<file path="src/rtl/gfx_cmd_pkg.sv">
// Shared command-list definitions: opcodes, header fields, fetcher states.
// Imported by the fetcher, its FIFO and the bus interface.
package gfx_cmd_pkg;

    typedef logic [31:0] cmd_word_t;

    localparam logic [7:0] OPC_CLEAR        = 8'h01;
    localparam logic [7:0] OPC_DRAW_TRI     = 8'h02;
    localparam logic [7:0] OPC_SET_COLOR    = 8'h10;
    localparam logic [7:0] OPC_SET_VIEWPORT = 8'h11;

    localparam int OPC_HI  = 31;
    localparam int OPC_LO  = 24;
    localparam int RSVD_HI = 23;
    localparam int RSVD_LO = 16;
    localparam int LEN_HI  = 15;
    localparam int LEN_LO  = 0;

    typedef logic [1:0] state_t;

    localparam state_t ST_IDLE  = 2'd0;
    localparam state_t ST_FETCH = 2'd1;
    localparam state_t ST_DRAIN = 2'd2;
    localparam state_t ST_ABORT = 2'd3;

    function automatic logic opc_known(input logic [7:0] opc);
        return (opc == OPC_CLEAR)    ||
               (opc == OPC_DRAW_TRI) ||
               (opc == OPC_SET_COLOR) ||
               (opc == OPC_SET_VIEWPORT);
    endfunction

endpackage

</file>
<file path="src/rtl/cmd_list_fetcher_if.sv">
// Memory read port plus command-word stream of the list fetcher.
// master = fetcher side, slave = memory/command_processor side.
interface cmd_list_fetcher_if
    import gfx_cmd_pkg::*;
#(
    parameter int ADDR_W = 16
);
    logic              mem_req;
    logic [ADDR_W-1:0] mem_addr;
    logic              mem_gnt;
    logic              mem_rvalid;
    cmd_word_t         mem_rdata;
    logic              cmd_valid;
    cmd_word_t         cmd_data;
    logic              cmd_ready;

    modport master (
        output mem_req,
        output mem_addr,
        input  mem_gnt,
        input  mem_rvalid,
        input  mem_rdata,
        output cmd_valid,
        output cmd_data,
        input  cmd_ready
    );

    modport slave (
        input  mem_req,
        input  mem_addr,
        output mem_gnt,
        output mem_rvalid,
        output mem_rdata,
        input  cmd_valid,
        input  cmd_data,
        output cmd_ready
    );
endinterface

</file>
<file path="src/rtl/cmd_list_fetcher_fifo.sv">
// Prefetch buffer: synchronous FIFO with occupancy count and flush.
// Head word is read straight from the register array.
module cmd_fifo
    import gfx_cmd_pkg::*;
#(
    parameter int DEPTH = 4
) (
    input  logic                   clk,
    input  logic                   rst,
    input  logic                   clr,
    input  logic                   push,
    input  cmd_word_t              wdata,
    input  logic                   pop,
    output cmd_word_t              rdata,
    output logic                   empty,
    output logic [$clog2(DEPTH):0] count
);
    localparam int AW = $clog2(DEPTH);

    cmd_word_t     mem [DEPTH];
    logic [AW-1:0] wp;
    logic [AW-1:0] rp;

    always_ff @(posedge clk) begin
        if (rst) begin
            for (int i = 0; i < DEPTH; i++) begin
                mem[i] <= '0;
            end
        end else if (push && !clr) begin
            mem[wp] <= wdata;
        end
    end

    always_ff @(posedge clk) begin
        if (rst || clr) begin
            wp    <= '0;
            rp    <= '0;
            count <= '0;
        end else begin
            if (push) begin
                wp <= wp + 1'b1;
            end
            if (pop) begin
                rp <= rp + 1'b1;
            end
            unique case ({push, pop})
                2'b10:   count <= count + 1'b1;
                2'b01:   count <= count - 1'b1;
                default: count <= count;
            endcase
        end
    end

    assign rdata = mem[rp];
    assign empty = (count == '0);

endmodule

</file>
<file path="src/rtl/cmd_list_fetcher.sv">
// Command-list fetcher: credit-limited memory reads into a prefetch
// FIFO, streamed to command_processor with header/length framing checks.
module cmd_list_fetcher
    import gfx_cmd_pkg::*;
#(
    parameter int ADDR_W     = 16,
    parameter int FIFO_DEPTH = 4
) (
    input  logic               clk,
    input  logic               rst,
    input  logic               start,
    input  logic [ADDR_W-1:0]  base_addr,
    input  logic [15:0]        num_words,
    input  logic               abort,
    output logic               busy,
    output logic               done,
    output logic               err_trunc,
    output logic               err_opcode,
    cmd_list_fetcher_if.master bus
);
    localparam int CW = $clog2(FIFO_DEPTH) + 1;
    localparam logic [CW:0] DEPTH_V = (CW + 1)'(FIFO_DEPTH);

    state_t            state;
    logic [ADDR_W-1:0] addr_q;
    logic [15:0]       num_q;
    logic [15:0]       issued;
    logic [15:0]       sent;
    logic [15:0]       remaining;
    logic [15:0]       rem_nxt;
    logic [CW-1:0]     outstanding;
    logic [CW-1:0]     fifo_count;
    logic [CW:0]       occ;
    cmd_word_t         fifo_head;
    logic              fifo_empty;
    logic              running;
    logic              req;
    logic              gnt_take;
    logic              xfer;
    logic              is_hdr;
    logic              last;

    assign running  = (state == ST_FETCH) || (state == ST_DRAIN);
    assign occ      = {1'b0, fifo_count} + {1'b0, outstanding};
    assign req      = (state == ST_FETCH) && (occ < DEPTH_V);
    assign gnt_take = req && bus.mem_gnt;

    assign bus.mem_req   = req;
    assign bus.mem_addr  = addr_q;
    assign bus.cmd_valid = !fifo_empty && (state != ST_ABORT);
    assign bus.cmd_data  = fifo_head;

    assign xfer = bus.cmd_valid && bus.cmd_ready;
    assign last = xfer && (sent == num_q - 16'd1);
    assign busy = (state != ST_IDLE);

    always_comb begin
        is_hdr  = (remaining == 16'd0);
        rem_nxt = remaining - 16'd1;
        if (is_hdr) begin
            rem_nxt = fifo_head[LEN_HI:LEN_LO];
        end
    end

    // Responses arriving during abort are swallowed, never buffered.
    cmd_fifo #(
        .DEPTH (FIFO_DEPTH)
    ) u_fifo (
        .clk   (clk),
        .rst   (rst),
        .clr   (running && abort),
        .push  (bus.mem_rvalid && running),
        .wdata (bus.mem_rdata),
        .pop   (xfer),
        .rdata (fifo_head),
        .empty (fifo_empty),
        .count (fifo_count)
    );

    always_ff @(posedge clk) begin
        if (rst) begin
            outstanding <= '0;
        end else begin
            unique case ({gnt_take, bus.mem_rvalid})
                2'b10:   outstanding <= outstanding + 1'b1;
                2'b01:   outstanding <= outstanding - 1'b1;
                default: outstanding <= outstanding;
            endcase
        end
    end

    always_ff @(posedge clk) begin
        if (rst) begin
            state      <= ST_IDLE;
            addr_q     <= '0;
            num_q      <= '0;
            issued     <= '0;
            sent       <= '0;
            remaining  <= '0;
            done       <= 1'b0;
            err_trunc  <= 1'b0;
            err_opcode <= 1'b0;
        end else begin
            done <= 1'b0;
            unique case (state)
                ST_IDLE: begin
                    if (start) begin
                        addr_q     <= base_addr;
                        num_q      <= num_words;
                        issued     <= '0;
                        sent       <= '0;
                        remaining  <= '0;
                        err_trunc  <= 1'b0;
                        err_opcode <= 1'b0;
                        if (num_words == 16'd0) begin
                            done <= 1'b1;
                        end else begin
                            state <= ST_FETCH;
                        end
                    end
                end
                ST_FETCH, ST_DRAIN: begin
                    if (abort) begin
                        state <= ST_ABORT;
                    end else begin
                        if (gnt_take) begin
                            addr_q <= addr_q + 1'b1;
                            issued <= issued + 16'd1;
                            if (issued == num_q - 16'd1) begin
                                state <= ST_DRAIN;
                            end
                        end
                        if (xfer) begin
                            sent      <= sent + 16'd1;
                            remaining <= rem_nxt;
                            if (is_hdr &&
                                !opc_known(fifo_head[OPC_HI:OPC_LO])) begin
                                err_opcode <= 1'b1;
                            end
                            if (last) begin
                                state <= ST_IDLE;
                                done  <= 1'b1;
                                if (rem_nxt != 16'd0) begin
                                    err_trunc <= 1'b1;
                                end
                            end
                        end
                    end
                end
                ST_ABORT: begin
                    if (outstanding == '0) begin
                        state <= ST_IDLE;
                        done  <= 1'b1;
                    end
                end
            endcase
        end
    end

endmodule

</file>
<file path="src/flat_wrapper.sv">
// flat-port wrapper written by rule: the top's interface ports become plain ports
module cmd_list_fetcher_flat import gfx_cmd_pkg::*;
#(
    parameter int ADDR_W     = 16,
    parameter int FIFO_DEPTH = 4
)
  (clk, rst, start, base_addr, num_words, abort, busy, done, err_trunc, err_opcode, bus_mem_req, bus_mem_addr, bus_mem_gnt, bus_mem_rvalid, bus_mem_rdata, bus_cmd_valid, bus_cmd_data, bus_cmd_ready);
  cmd_list_fetcher_if #(.ADDR_W(ADDR_W)) bus_i ();
  input  logic clk;
  input  logic rst;
  input  logic start;
  input  logic [ADDR_W-1:0] base_addr;
  input  logic [15:0] num_words;
  input  logic abort;
  output logic busy;
  output logic done;
  output logic err_trunc;
  output logic err_opcode;
  output wire logic [$bits(bus_i.mem_req)-1:0] bus_mem_req;
  output wire logic [$bits(bus_i.mem_addr)-1:0] bus_mem_addr;
  input wire logic [$bits(bus_i.mem_gnt)-1:0] bus_mem_gnt;
  input wire logic [$bits(bus_i.mem_rvalid)-1:0] bus_mem_rvalid;
  input wire logic [$bits(bus_i.mem_rdata)-1:0] bus_mem_rdata;
  output wire logic [$bits(bus_i.cmd_valid)-1:0] bus_cmd_valid;
  output wire logic [$bits(bus_i.cmd_data)-1:0] bus_cmd_data;
  input wire logic [$bits(bus_i.cmd_ready)-1:0] bus_cmd_ready;
  assign bus_mem_req = bus_i.mem_req;
  assign bus_mem_addr = bus_i.mem_addr;
  assign bus_i.mem_gnt = bus_mem_gnt;
  assign bus_i.mem_rvalid = bus_mem_rvalid;
  assign bus_i.mem_rdata = bus_mem_rdata;
  assign bus_cmd_valid = bus_i.cmd_valid;
  assign bus_cmd_data = bus_i.cmd_data;
  assign bus_i.cmd_ready = bus_cmd_ready;
  cmd_list_fetcher #(.ADDR_W(ADDR_W), .FIFO_DEPTH(FIFO_DEPTH)) u_core (.clk(clk), .rst(rst), .start(start), .base_addr(base_addr), .num_words(num_words), .abort(abort), .busy(busy), .done(done), .err_trunc(err_trunc), .err_opcode(err_opcode), .bus(bus_i));
endmodule
</file>
<file path="config.mk">
export PLATFORM = sky130hd
export DESIGN_NAME = cmd_list_fetcher_flat
export DESIGN_NICKNAME = d
export VERILOG_FILES = /design/src/rtl/gfx_cmd_pkg.sv /design/src/rtl/cmd_list_fetcher_if.sv /design/src/rtl/cmd_list_fetcher_fifo.sv /design/src/rtl/cmd_list_fetcher.sv /design/src/flat_wrapper.sv
export SDC_FILE = /design/constraint.sdc
export NUM_CORES = 1
export LEC_CHECK = 0
export ABC_AREA = 1
export CORE_MARGIN = 5
export CORE_UTILIZATION = 62
export CTS_CLUSTER_DIAMETER = 150
export DETAILED_ROUTE_END_ITERATION = 10
export PLACE_DENSITY = 0.86
export SLEW_MARGIN = 20
export SYNTH_ARGS = -nofsm -noshare
export SYNTH_HDL_FRONTEND = slang
export SYNTH_SLANG_ARGS = --single-unit
</file>
<file path="constraint.sdc">
create_clock -name clk -period 12.55 [get_ports clk]
set_input_delay 1.8825 -clock clk [delete_from_list [all_inputs] [get_ports clk]]
set_output_delay 1.8825 -clock clk [all_outputs]
set_load 0.05 [all_outputs]
</file>
## Word-level counts from Yosys, hierarchy flattened

Memories as Yosys holds them, arrays and structs flattened. A register that Yosys moved wholly into a read port is not among the register bits.
Cells that the tools add are included.

| word-level totals | value |
|---|---|
| register bits | 95 |
| memory bits (writable) | 128 |
| input bits | 71 |
| output and inout port bits | 54 |
| word-level logic and storage cells | 138 |
| memories | 1 |

| operators by class | value |
|---|---|
| add/subtract/negate cells | 12 |
| $lt $le $gt $ge | 1 |
| equal/unequal tests | 23 |
| multiplexer cells | 53 |
| reductions and logical operators | 35 |

Memory list:

| name | depth | width | read ports | clocked after Yosys merged registers in | wr ports | RTL line | RTL |
|---|---|---|---|---|---|---|---|
| u_core.u_fifo.mem | 4 | 32 | 1 | 1 | 4 | cmd_list_fetcher_fifo.sv:20 | `cmd_word_t mem [DEPTH];` |

Operator list:

| operator | number |
|---|---|
| 16-bit two-way mux | 11 |
| 16-bit case mux with 2 select lines | 4 |
| 16-bit by 1-bit adder with 16-bit output (second input constant) | 3 |
| 16-bit equality test | 2 |
| 16-bit zero test | 2 |
| 32-bit two-way mux | 1 |
| 32-bit OR reduction | 1 |
| 16-bit by 1-bit subtractor with 16-bit output (second input constant) | 2 |
| 2-bit two-way mux | 11 |
| 1-bit two-way mux | 20 |
| 8-bit by 5-bit equality test with 1-bit output (second input constant) | 2 |
| 16-bit nonzero test | 1 |
| 3-bit case mux with 2 select lines | 2 |
| 2-bit by 1-bit inequality test with 1-bit output (second input constant) | 5 |
| 2-bit inequality test (second input constant) | 5 |
| 1-bit logical AND | 9 |
| 2-bit equality test (second input constant) | 4 |
| 8-bit by 1-bit equality test with 1-bit output (second input constant) | 1 |
| 8-bit by 2-bit equality test with 1-bit output (second input constant) | 1 |
| 4-bit AND reduction | 2 |
| 2-bit nonzero test | 4 |
| 3-bit by 1-bit adder with 3-bit output (second input constant) | 2 |
| 2-bit by 1-bit equality test with 1-bit output (second input constant) | 3 |
| 3-bit zero test | 2 |
| 15 further kinds | 24 |

## Longest topological paths before layout

Gate-level depths: netlist of the first run.

| depth | value |
|---|---|
| depth in word-level cells | 10 |
| mapped depth | 18 |
| mapped depth without buffers | 18 |

## By module

From an unflattened synthesis of the first run, not the netlist that was laid out.

| second synthesis, totals | value |
|---|---|
| cell total of the unflattened synthesis | 1482 |
| area total of the unflattened synthesis | 11676.2 µm² |

By module, submodules not included:

| module | times used | cells each | area an instance (µm²) | sequential area each (µm²) |
|---|---|---|---|---|
| cmd_fifo | 1 | 542 | 5885.6 | 4023.9 |
| cmd_list_fetcher | 1 | 940 | 5790.6 | 1761.7 |

## Worst setup path after synthesis of the first run

Ideal clock, no wire load.

| timing | value |
|---|---|
| kind | input-to-reg |
| start point | input abort |
| end point | memory u_core.u_fifo.mem[2][0] (netlist name) (enable) |
| library setup time | 0.466 ns |
| data arrival time | 4.753 ns |
| required time | 12.084 ns |
| setup slack | 7.331 ns |
| stages | 6 |
| buffers on the path | 1 |
| path through | nand2_1 inv_1 nor2_1 nand2_1 clkbuf_1 o21ai_0 |

RTL lines:

| what | RTL line | RTL |
|---|---|---|
| start: declaration | flat_wrapper.sv:14 | `input logic abort;` |
| end: declaration | cmd_list_fetcher_fifo.sv:20 |  |

==> summary.md, run 1 <==
| Metric | Value |
|---|---|
| Status | `finished clean` |
| Root Buffer | `clkbuf_16` |
| Core Util, Final | `0.7437` |
| Die area | `21750 sq um` |
| Rel. slew slack | `0.2754` |
| All-Layer GR Usage | `0.2734` |
| Comb pwr share | `0.367` |
| RSZ-0062 raised after global routing | `false` |
| Leakage | `5.657 nW` |
| Final Hold Vio Count | `0` |
| Met3 usage | `0.03863` |
| CTS Sinks | `225` |
| RR Startpoint | `u_core.state[0]$_SDFFE_PP0P_` |
| Final worst-path cycle share | `0.4267` |
| Die Ht | `roughly 150 microns` |
| Sw Pwr | `957.2 uW` |
| H-tree depth | `1` |
| Clock network fraction of total power | `0.269` |
| Setup TNS | `0 ns` |
| Worst-Skew Late Latency | `0.53 ns` |
| Number of global-route vias before repair | `9974` |
| Via/cell ratio | `5.702` |
| CP Class | `reg2out` |
| Core Region | `18640 sq um` |
| Seq pwr share | `0.364` |
| P_int | `between 1.5 and 2 mW` |
| Top post-synthesis cells by count | `nand2_1 (292), nor2_1 (262), inv_1 (166)` |
| Clock Pin Slew Worst Setup and Hold Paths | `about 0.07 ns` |
| Power Density | `177.4 nW/um^2` |
| First-pass GRT wire length | `approximately 49000 microns` |
| Row count | `50` |
| Mapped Area | `11720 sq um` |
| Layout cells sized above 1 | `0.05963` |
| Number of flops mapped to enable cells by yosys | `128` |
| Synth top area cells | `edfxtp_1 (33%), dfxtp_1 (17%), nand2_1 (9.4%)` |
| Initial antenna violation count | `1` |
| DIE WIDTH | `between 100 and 150 microns` |
| Measured slew at the worst slew-check pin | `1.087 ns` |
| Met1 Track Usage GR | `0.3598` |
| Crit start category | `flip-flop` |
| Reg2Reg Setup Slack | `8.48 ns` |
| Post-place setup slack | `7.037 ns` |
| Required @ worst endpoint | `10.67 ns` |
| Synth area leader | `edfxtp_1` |
| Max-slew violations | `0` |
| Post-synthesis sequential area ratio | `0.4936` |
| Initial Utilization | `0.6287` |
| Post-layout min period | `5.355 ns` |
| Post-synthesis cell count | `1485` |
| Yosys top cell area share | `0.3280` |
| Grt peak-use layer | `met2` |
| Syn nets | `between 1500 and 2000` |
| Synthesis Warnings | `0` |
| Detailed Route Iter0 Violations | `1112` |
| # Post-CTS Setup Buffers | `0` |
| Number of buffers added on ports | `~120` |
| DP Wirelength | `20560 microns` |
| Met2 Resource Use GR | `0.4608` |
| Drt pass-1 iters | `7` |
| Largest net degree at the start of global routing | `66` |
| CP endpoint kind | `primary output` |
| Synthesized flop and latch total | `225` |
| Hold slack final | `0.4510 ns` |
| Post-CTS sizing | `0` |
| Max-cap violations | `0` |
| Final worst setup slack | `7.195 ns` |
| Nets | `approximately 1700` |
| TritonCTS clock tree | `built` |
| DRC Markers | `0` |
| Final WL | `30810 microns` |
| Net Sw Frac | `0.3891` |
| Peak VDD IR | `~0.14 mV` |
| Worst hold path class | `reg2reg` |
| Avg Synthesized Cell Area | `7.892 sq um` |
| Inserted Clock Buffers | `24` |
| Hold_buf cts | `0` |
| Final setup violating endpoints | `0` |
| CP Data Arrival Time | `approximately 3.5 ns` |
| Top-count cell post-synth | `nand2_1` |
| Achievable Freq | `186.8 MHz` |
| Ports | `125` |
| Layout area overhead | `18.30%` |
| RD Place Congestion | `between 0.8 and 0.9` |
| Hold Startpoint | `u_core.err_trunc$_SDFFE_PP0P_` |
| Clk_skew | `0.01454 ns` |
| Vias | `10520` |
| Async set or reset register ratio after synthesis | `0` |
| Antenna viol nets, final | `0` |
| Clock buffer depth | `3` |
| Worst Path Max Fanout | `65` |
| Wirelength per Cell | `16.70 microns` |
| Placed Cells | `1800` |
| Top_reg_cell synth | `edfxtp_1` |
| Unique cell type count in the Yosys netlist | `between 50 and 60` |
| Layout Cells excl Fill | `1845` |
| Total grt overflow | `0` |
-- critical path, stage by stage (launching register included) --
cell	delay (ns)
dfxtp_4	0.54
inv_2	0.86
o21ai_0	0.21
o22ai_1	0.40
clkdlybuf4s50_1	0.91
-- flip-flops by register name, summed over array words and instances (netlist names), named ones only --
register             flops
u_core.u_fifo.count      3
u_core.bus.mem_addr     16
u_core.u_fifo.wp         2
u_core.err_trunc         1
u_core.err_opcode        1
u_core.done              1
u_core.num_q            16
u_core.u_fifo.rp         2
u_core.remaining        16
u_core.issued           16
u_core.sent             16
u_core.outstanding       3
u_core.state             2
u_core.u_fifo.mem      128
-- logic make-up after synthesis --
logic type	Yosys count	synth area share
AOI/OAI and AO/OA	249	0.1188
xor gates and xnor gates	30	0.02616
adders and majority gates	15	0.01730
buffers and inverters	233	0.07665
DFF	225	0.4936
and+or+nand+nor	733	0.2674
-- per-layer routing --
| metal | part of all wire | wire (microns) |
|---|---|---|
| met1 | 0.41 | 12520 |
| met2 | 0.49 | 14980 |
| met3 | 0.078 | 2390 |
| met4 | 0.030 | 926 |
| met5 | 0 | 0 |
-- through the flow --
step / instance area (sq um) / power, mW
after floorplan: 11720 / 1.552
after detailed placement: 13120 / 1.793
after CTS: 13860 / 2.451
final: 13860 / 2.460
after global placement: 13120 / 1.776
after global routing: 13860 / 2.597
-- power groups by stage --
stage	registers, mW	logic [mW]	clock network (mW)
after global routing	0.901	0.997	0.700
after floorplan	0.930	0.622	0
after global placement	0.904	0.872	0
after detailed placement	0.907	0.886	0
final	0.894	0.904	0.662
after CTS	0.892	0.894	0.664
-- path summary, 6_finish.rpt --
path,cells after the start,to
setup / recovery,4,bus_cmd_data[15]
setup reg to reg,9,u_core.u_fifo.mem[0][2]$_SDFFCE_PN0P_
hold / removal,2,u_core.err_trunc$_SDFFE_PP0P_
hold reg to reg,2,u_core.err_trunc$_SDFFE_PP0P_
-- cell type report --
class                      count  area [sq um]
antenna                        1         2.502
fill                        1334          4778
multi-input combinational   1027          5040
clock inverter                10         58.81
inverter                     178         671.9
timing repair buffer         136          1331
sequential                   225          5789
clock buffer                  34         678.2
tap                          234         292.8
-- cell usage in the layout (no fill, tap or decap), types with 3 or more instances in the layout --
cell type / n
a211oi_1: 3
a21oi_1: 83
a21oi_2: 3
a221oi_1: 5
a31oi_1: 7
a32o_1: 8
and2_1: 3
buf_4: 12
clkbuf_1: 6
clkbuf_16: 24
clkbuf_8: 4
clkdlybuf4s50_1: 124
clkinv_1: 9
clkinv_2: 6
dfxtp_1: 96
edfxtp_1: 128
ha_1: 13
inv_1: 166
inv_2: 5
nand2_1: 292
nand2_2: 9
nand2_4: 3
nand3_1: 96
nand3b_1: 3
nand4_1: 6
nor2_1: 262
nor2_2: 5
nor2_4: 9
nor3_1: 24
nor4_1: 6
o21a_1: 5
o21ai_0: 105
o21ai_1: 3
o22ai_1: 19
or2_2: 6
xnor2_1: 9
xor2_1: 18
Power figures use the tool's default switching activity.
==> inputs of run 2 (changes only) <==
--- a/config.mk
+++ b/config.mk
@@ -7,10 +7,10 @@
 export LEC_CHECK = 0
 export ABC_AREA = 1
 export CORE_MARGIN = 5
-export CORE_UTILIZATION = 62
+export CORE_UTILIZATION = 52
 export CTS_CLUSTER_DIAMETER = 150
 export DETAILED_ROUTE_END_ITERATION = 10
-export PLACE_DENSITY = 0.86
+export PLACE_DENSITY = 0.77
 export SLEW_MARGIN = 20
 export SYNTH_ARGS = -nofsm -noshare
 export SYNTH_HDL_FRONTEND = slang
==> constraint.sdc (replaced) <==
create_clock -name clk -period 4.8 [get_ports clk]
set_input_delay 0.72 -clock clk [delete_from_list [all_inputs] [get_ports clk]]
set_output_delay 0.72 -clock clk [all_outputs]
set_load 0.05 [all_outputs]
==> run 2 against run 1 <==
Net effect: first-iteration DRC count shrank 26%; clock-buffer cell count grew 4; final area grew 1.4%; core utilization down 12 points.
==> summary.md, run 2 (synthesis results as in run 1) <==
| Metric | Value |
|---|---|
| Final worst-path cycle share | `0.8243` |
| H-tree depth | `1 (unchanged)` |
| Ports | `125 (unchanged)` |
| Post-layout min period | `slightly below 4 ns` |
| Die area | `25640 sq um (+18%)` |
| Initial antenna violation count | `1 (unchanged)` |
| Largest register by flop count | `u_core.u_fifo.mem` |
| Clock Pin Slew Worst Setup and Hold Paths | `0.06 ns (about the same)` |
| Max-cap violations | `0 (unchanged)` |
| Inserted Clock Buffers | `25 (+4.2%)` |
| Ant diodes | `0 (-1)` |
| R2R depth | `10 (+1)` |
| Hold Startpoint | `u_core.err_trunc$_SDFFE_PP0P_` |
| Worst Path Max Fanout | `31 (-52%)` |
| Worst hold path class | `reg2reg` |
| Antenna viol nets, final | `0 (unchanged)` |
| Worst-Skew Late Latency | `0.54 ns (about the same)` |
| Hold_buf cts | `0 (unchanged)` |
| Placed Cells | `1856 (+3.1%)` |
| Power Density | `470.4 nW/um^2 (+170%)` |
| Final WL | `31480 microns (+2.2%)` |
| Max-slew violations | `0 (unchanged)` |
| Required @ worst endpoint | `4.08 ns (-6.59 ns)` |
| Layout area overhead | `19.96%` |
| Leakage | `5.718 nW (+1.1%)` |
| Hold Path Stages | `2 (unchanged)` |
| DP Wirelength | `21420 microns (+4.2%)` |
| CTS Sinks | `225 (unchanged)` |
| Status | `finished clean` |
| Cell mode on critical path | `buf_4` |
| Most frequent cells in the layout | `nand2_1 (292), nor2_1 (262), inv_1 (166), edfxtp_1 (128), clkdlybuf4s50_1 (124)` |
| CP Class | `reg2out` |
| Setup TNS | `0 ns (unchanged)` |
| CP endpoint kind | `primary output` |
| Row count | `55 (+10%)` |
| Wirelength per Cell | `16.55 microns (-0.90%)` |
| Core Region | `22430 sq um (+20%)` |
| Reg2Reg Setup Slack | `1.80 ns (-6.68 ns)` |
| CP Data Arrival Time | `3.24 ns (-0.23 ns)` |
| Slowest stage delay, CP | `0.84 ns (-0.07 ns)` |
| Vias | `10440 (-0.75%)` |
| Post-CTS sizing | `0 (unchanged)` |
| Detailed Route Iter0 Violations | `827 (-26%)` |
| Final setup violating endpoints | `0 (unchanged)` |
| Drt pass-1 iters | `6 (-1)` |
| Layout Cells excl Fill | `1902 (+3.1%)` |
| RR Startpoint | `u_core.state[0]$_SDFFE_PP0P_` |
| Layout fillers | `1899 (+42%)` |
| Commonest non-fill, non-tap cell in the layout | `nand2_1` |
| All-Layer GR Usage | `0.2402 (-0.03322)` |
| Crit-path cells | `buf_4, inv_1, buf_4, o21ai_0, o22ai_1, clkdlybuf4s50_1` |
| Number of buffers added on ports | `124 (unchanged)` |
| Initial Utilization | `0.5224 (-0.1062)` |
| Via/cell ratio | `5.489 (-3.7%)` |
| DRC Markers | `0 (unchanged)` |
| Layout cells sized above 1 | `0.06432 (+0.004689)` |
| WHS Endpoint | `u_core.err_trunc$_SDFFE_PP0P_` |
| Measured slew at the worst slew-check pin | `1.029 ns (-0.05779 ns)` |
| Tot Pwr | `6.614 mW (+170%)` |
| Number of global-route vias before repair | `10070 (+0.93%)` |
| Clock buffer depth | `3 (unchanged)` |
| Achievable Freq | `252.8 MHz` |
| TritonCTS clock tree | `built` |
| Clk_skew | `0.01287 ns (-0.001665 ns)` |
| Total grt overflow | `0 (unchanged)` |
| First-pass GRT wire length | `51050 microns (+4.6%)` |
| Peak VDD IR | `0.3357 mV (+140%)` |
| Max reg flops | `128 (unchanged)` |
| Reg-to-reg endpoint | `u_core.u_fifo.mem[2][21]$_SDFFCE_PN0P_` |
| Die Ht | `160.1 microns (+8.6%)` |
| Rel. slew slack | `0.3129 (+0.03752)` |
| # Post-CTS Setup Buffers | `0 (unchanged)` |
| Crit start category | `flip-flop` |
| Final Hold Vio Count | `0 (unchanged)` |
| Nets | `1684 (+0.36%)` |
| Crit-path slowest cell | `clkdlybuf4s50_1` |
| RSZ-0062 raised after global routing | `false` |
| Root Buffer | `clkbuf_16` |
| RD Place Congestion | `0.9191 (+2.7%)` |
| Largest net degree at the start of global routing | `65 (-1.5%)` |
| DIE WIDTH | `160.1 microns (+8.6%)` |
[run 2: where the power goes]
group          switching [mW]  total, mW  leakage (nW)  internal, mW
sequential              0.117       2.31          2.11          2.20
combinational            1.64       2.39          3.21         0.754
clock                   0.781       1.91         0.398          1.13
total                    2.53       6.61          5.72          4.08
[run 2: how the worst max path moves through the flow]
stage | start | to | slack (ns) | depth (start not counted)
floorplan | u_core.state[0]$_SDFFE_PP0P_ | u_core.u_fifo.mem[2][0]$_SDFFCE_PN0P_ | 0.53 | 8
global placement | flip-flop | bus_cmd_data[16] | 1.47 | 6
detailed placement | flip-flop | bus_cmd_data[22] | 1.39 | 6
CTS | flip-flop | bus_cmd_data[22] | 0.82 | 6
global route | flip-flop | bus_cmd_data[22] | 0.62 | 6
finish | flip-flop | bus_cmd_data[22] | 0.84 | 6
[run 2: critical path, delay by kind of cell (launching register included)]
kind	cells	cell delay, ns
AOI/OAI and AO/OA	2	0.26
DFF	1	0.30
buffers and inverters	4	2.13
[run 2: area by class of cell]
type | count | area [sq um] | share of cell area
clock buffer | 38 | 745.7 | 0.05304
multi-input combinational | 1027 | 5047 | 0.3590
inverter | 178 | 671.9 | 0.04779
timing repair buffer | 141 | 1369 | 0.09736
tap | 285 | 356.6 | 0.02536
clock inverter | 8 | 82.58 | 0.005873
sequential | 225 | 5787 | 0.4116
[run 2: metal layers]
layer | GRT usage | wire length [microns] | vias up
met4 | 0.06414 | 759 | 2
met1 | 0.3113 | 12840 | 4891
met3 | 0.04155 | 2369 | 62
met2 | 0.4175 | 15500 | 370
li1 | - | - | 5116
met5 | 0 | 11 | -
[run 2: stage by stage]
| step | setup WS, ns | hold slack [ns] | util | instance area [sq um] |
|---|---|---|---|---|
| floorplan | 0.5278 | 0.4443 | - | 11720 |
| global placement | 1.473 | 0.4396 | 0.5898 | 13230 |
| detailed placement | 1.394 | 0.4518 | 0.5898 | 13230 |
| CTS | 0.8188 | 0.4605 | 0.6267 | 14060 |
| global route | 0.6188 | 0.4703 | 0.6267 | 14060 |
| finish | 0.8435 | 0.4550 | 0.6267 | 14060 |
==> inputs of run 3 (changes only) <==
==> constraint.sdc (replaced) <==
create_clock -name clk -period 3.45 [get_ports clk]
set_input_delay 0.5175 -clock clk [delete_from_list [all_inputs] [get_ports clk]]
set_output_delay 0.5175 -clock clk [all_outputs]
set_load 0.05 [all_outputs]
==> run 3 against run 2 <==
Net effect: sequential power up 40%; largest power group unchanged; clock power up 46%; core utilization up 0.23 points; worst setup slack worse by 0.50 ns; via count down 0.44%; routed wire length down 0.43%; combinational power up 38%; clock skew up 0.013 ns.
==> summary.md, run 3 (synthesis results as in run 1) <==
| Metric | Value |
|---|---|
| WL met1 | `12940 microns (+0.75%)` |
| Achievable Freq | `322.0 MHz` |
| Most frequent cells in the layout | `nand2_1 (292), nor2_1 (262), inv_1 (166), edfxtp_1 (128), o21ai_0 (105)` |
| Leakage | `5.815 nW (+1.7%)` |
| Worst Path Max Fanout | `39 (+26%)` |
| Drt pass-1 iters | `7 (+1)` |
| Detailed Route Iter0 Violations | `837 (+1.2%)` |
| Post-CTS sizing | `0 (unchanged)` |
| Power Density | `660.0 nW/um^2 (+40%)` |
| Required @ worst endpoint | `2.93 ns (-1.15 ns)` |
| Clock Pin Slew Worst Setup and Hold Paths | `0.06 ns (about the same)` |
| Design Area, Final | `14110 sq um (+0.37%)` |
| Met3 wire len | `2088 microns (-12%)` |
| Vias | `10400 (-0.44%)` |
| Layout Cells excl Fill | `1907 (+0.26%)` |
| Placed Cells | `1860 (+0.22%)` |
| Post-layout min period | `3.105 ns` |
| # Post-CTS Setup Buffers | `0 (unchanged)` |
| Layout area overhead | `20.41%` |
| R2R depth | `16 (+6)` |
| Met2 wire len | `15350 microns (-0.93%)` |
| Reg2Reg Setup Slack | `0.62 ns (-1.18 ns)` |
| Antenna viol nets, final | `0 (unchanged)` |
| Root Buffer | `clkbuf_16` |
| Max-slew violations | `0 (unchanged)` |
| Rel. slew slack | `0.5488 (+0.2359)` |
| Layout fillers | `1882 (-0.90%)` |
| Final worst-path cycle share | `0.9000` |
| Total grt overflow | `0 (unchanged)` |
| Crit path capture | `bus_cmd_data[18]` |
| Multi-input logic area | `5040 sq um (-0.15%)` |
| Ant diodes | `0 (unchanged)` |
| Max reg flops | `128 (unchanged)` |
| CP Class | `reg2out` |
| Status | `finished clean` |
| All-Layer GR Usage | `0.2367 (-0.003473)` |
| Setup TNS | `0 ns (unchanged)` |
| Initial Utilization | `0.5224 (unchanged)` |
| Clock buffer depth | `3 (unchanged)` |
| RD Place Congestion | `0.9263 (+0.78%)` |
| CP Data Arrival Time | `2.59 ns (-0.65 ns)` |
| Die area | `25640 sq um (unchanged)` |
| Largest register by flop count | `u_core.u_fifo.mem` |
| DP Area | `13240 sq um (about the same)` |
| Final setup violating endpoints | `0 (unchanged)` |
| Layout cells sized above 1 | `0.08816 (+0.02385)` |
| Ports | `125 (unchanged)` |
| RR Startpoint | `u_core.state[0]$_SDFFE_PP0P_` |
| Wirelength per Cell | `16.44 microns (-0.69%)` |
| Row count | `55 (unchanged)` |
| Worst hold path class | `reg2reg` |
| Worst-Skew Late Latency | `0.55 ns (about the same)` |
| Inserted Clock Buffers | `26 (+4.0%)` |
| CTS Sinks | `225 (unchanged)` |
| Commonest non-fill, non-tap cell in the layout | `nand2_1` |
| CP endpoint kind | `primary output` |
| Peak VDD IR | `0.4085 mV (+22%)` |
| First-pass GRT wire length | `50280 microns (-1.5%)` |
| Core Region | `22430 sq um (unchanged)` |
| Hold_buf cts | `0 (unchanged)` |
| Top layer in use | `met4` |
| TritonCTS clock tree | `built` |
| Initial antenna violation count | `0 (-1)` |
| Crit start category | `flip-flop` |
| Largest net degree at the start of global routing | `40 (-38%)` |
| Measured slew at the worst slew-check pin | `0.6758 ns (-0.3533 ns)` |
| DIE WIDTH | `160.1 microns (unchanged)` |
| Die Ht | `160.1 microns (unchanged)` |
| Via/cell ratio | `5.451 (-0.70%)` |
| DRC Markers | `0 (unchanged)` |
| Clk_skew | `0.02571 ns (+0.01284 ns)` |
| Nets | `1689 (+0.30%)` |
| DP Wirelength | `21650 microns (+1.0%)` |
| Number of global-route vias before repair | `10030 (-0.41%)` |
| Seq. cell area | `5787 sq um (unchanged)` |
| Number of buffers added on ports | `124 (unchanged)` |
| Final Hold Vio Count | `0 (unchanged)` |
| Max-cap violations | `0 (unchanged)` |
| Reg-to-reg endpoint | `u_core.sent[14]$_SDFFE_PP0P_` |
| RSZ-0062 raised after global routing | `false` |
| Final WL | `31350 microns (-0.43%)` |
| H-tree depth | `1 (unchanged)` |
## run 3: cell types whose count changed in the layout (fill, tap and decap cells not counted), sizes merged
| cell | delta |
|---|---|
| buf | +33 |
| bufinv | +2 |
| clkbuf | -9 |
| clkdlybuf4s50 | -29 |
| clkinv | +6 |
| clkinvlp | +1 |
| inv | +1 |
## run 3: layout make-up
type                       count  share of cell area
inverter                     178             0.04761
multi-input combinational   1027              0.3571
tap                          285             0.02527
sequential                   225              0.4101
clock inverter                18             0.01392
timing repair buffer         145             0.09841
clock buffer                  29             0.04761
## run 3: how the worst min path moves through the flow
stage / from / end / slack [ns] / cells after the start
6_report: u_core.err_trunc$_SDFFE_PP0P_ / u_core.err_trunc$_SDFFE_PP0P_ / 0.46 / 2
5_1_grt: u_core.remaining[13]$_SDFFE_PP0P_ / u_core.remaining[13]$_SDFFE_PP0P_ / 0.50 / 2
4_1_cts: u_core.err_trunc$_SDFFE_PP0P_ / u_core.err_trunc$_SDFFE_PP0P_ / 0.46 / 2
3_5_place_dp: u_core.err_trunc$_SDFFE_PP0P_ / u_core.err_trunc$_SDFFE_PP0P_ / 0.45 / 2
3_3_place_gp: u_core.remaining[8]$_SDFFE_PP0P_ / u_core.remaining[8]$_SDFFE_PP0P_ / 0.45 / 2
2_1_floorplan: u_core.remaining[0]$_SDFFE_PP0P_ / u_core.remaining[0]$_SDFFE_PP0P_ / 0.44 / 2
## run 3: layer usage
| layer | global-route usage | vias up |
|---|---|---|
| met3 | 0.03535 | 76 |
| met1 | 0.3050 | 4816 |
| met5 | 0 | - |
| met2 | 0.4125 | 366 |
| li1 | - | 5137 |
| met4 | 0.07391 | 0 |
## run 3: through the flow
step | hold WS (ns) | util | setup WS [ns] | power [mW]
5_1_grt | 0.4987 | 0.6291 | 0.2354 | 9.822
3_5_place_dp | 0.4512 | 0.5904 | 0.5958 | 6.538
6_report | 0.4578 | 0.6291 | 0.3448 | 9.314
2_1_floorplan | 0.4443 | - | 0.04376 | 5.646
4_1_cts | 0.4602 | 0.6291 | 0.3349 | 9.315
3_3_place_gp | 0.4543 | 0.5904 | 0.6920 | 6.505
## run 3: critical path, stage by stage (launching register included)
cell	delay [ns]
dfxtp_2	0.33
inv_2	0.48
o21ai_0	0.17
o22ai_1	0.19
clkdlybuf4s50_1	0.84
## run 3: report_power, final
| group | total [mW] | leakage, nW | switching [mW] | internal (mW) |
|---|---|---|---|---|
| clock network | 2.78 | 0.421 | 1.15 | 1.64 |
| registers | 3.23 | 2.11 | 0.169 | 3.06 |
| logic | 3.31 | 3.28 | 2.25 | 1.06 |
| total | 9.31 | 5.82 | 3.57 | 5.75 |
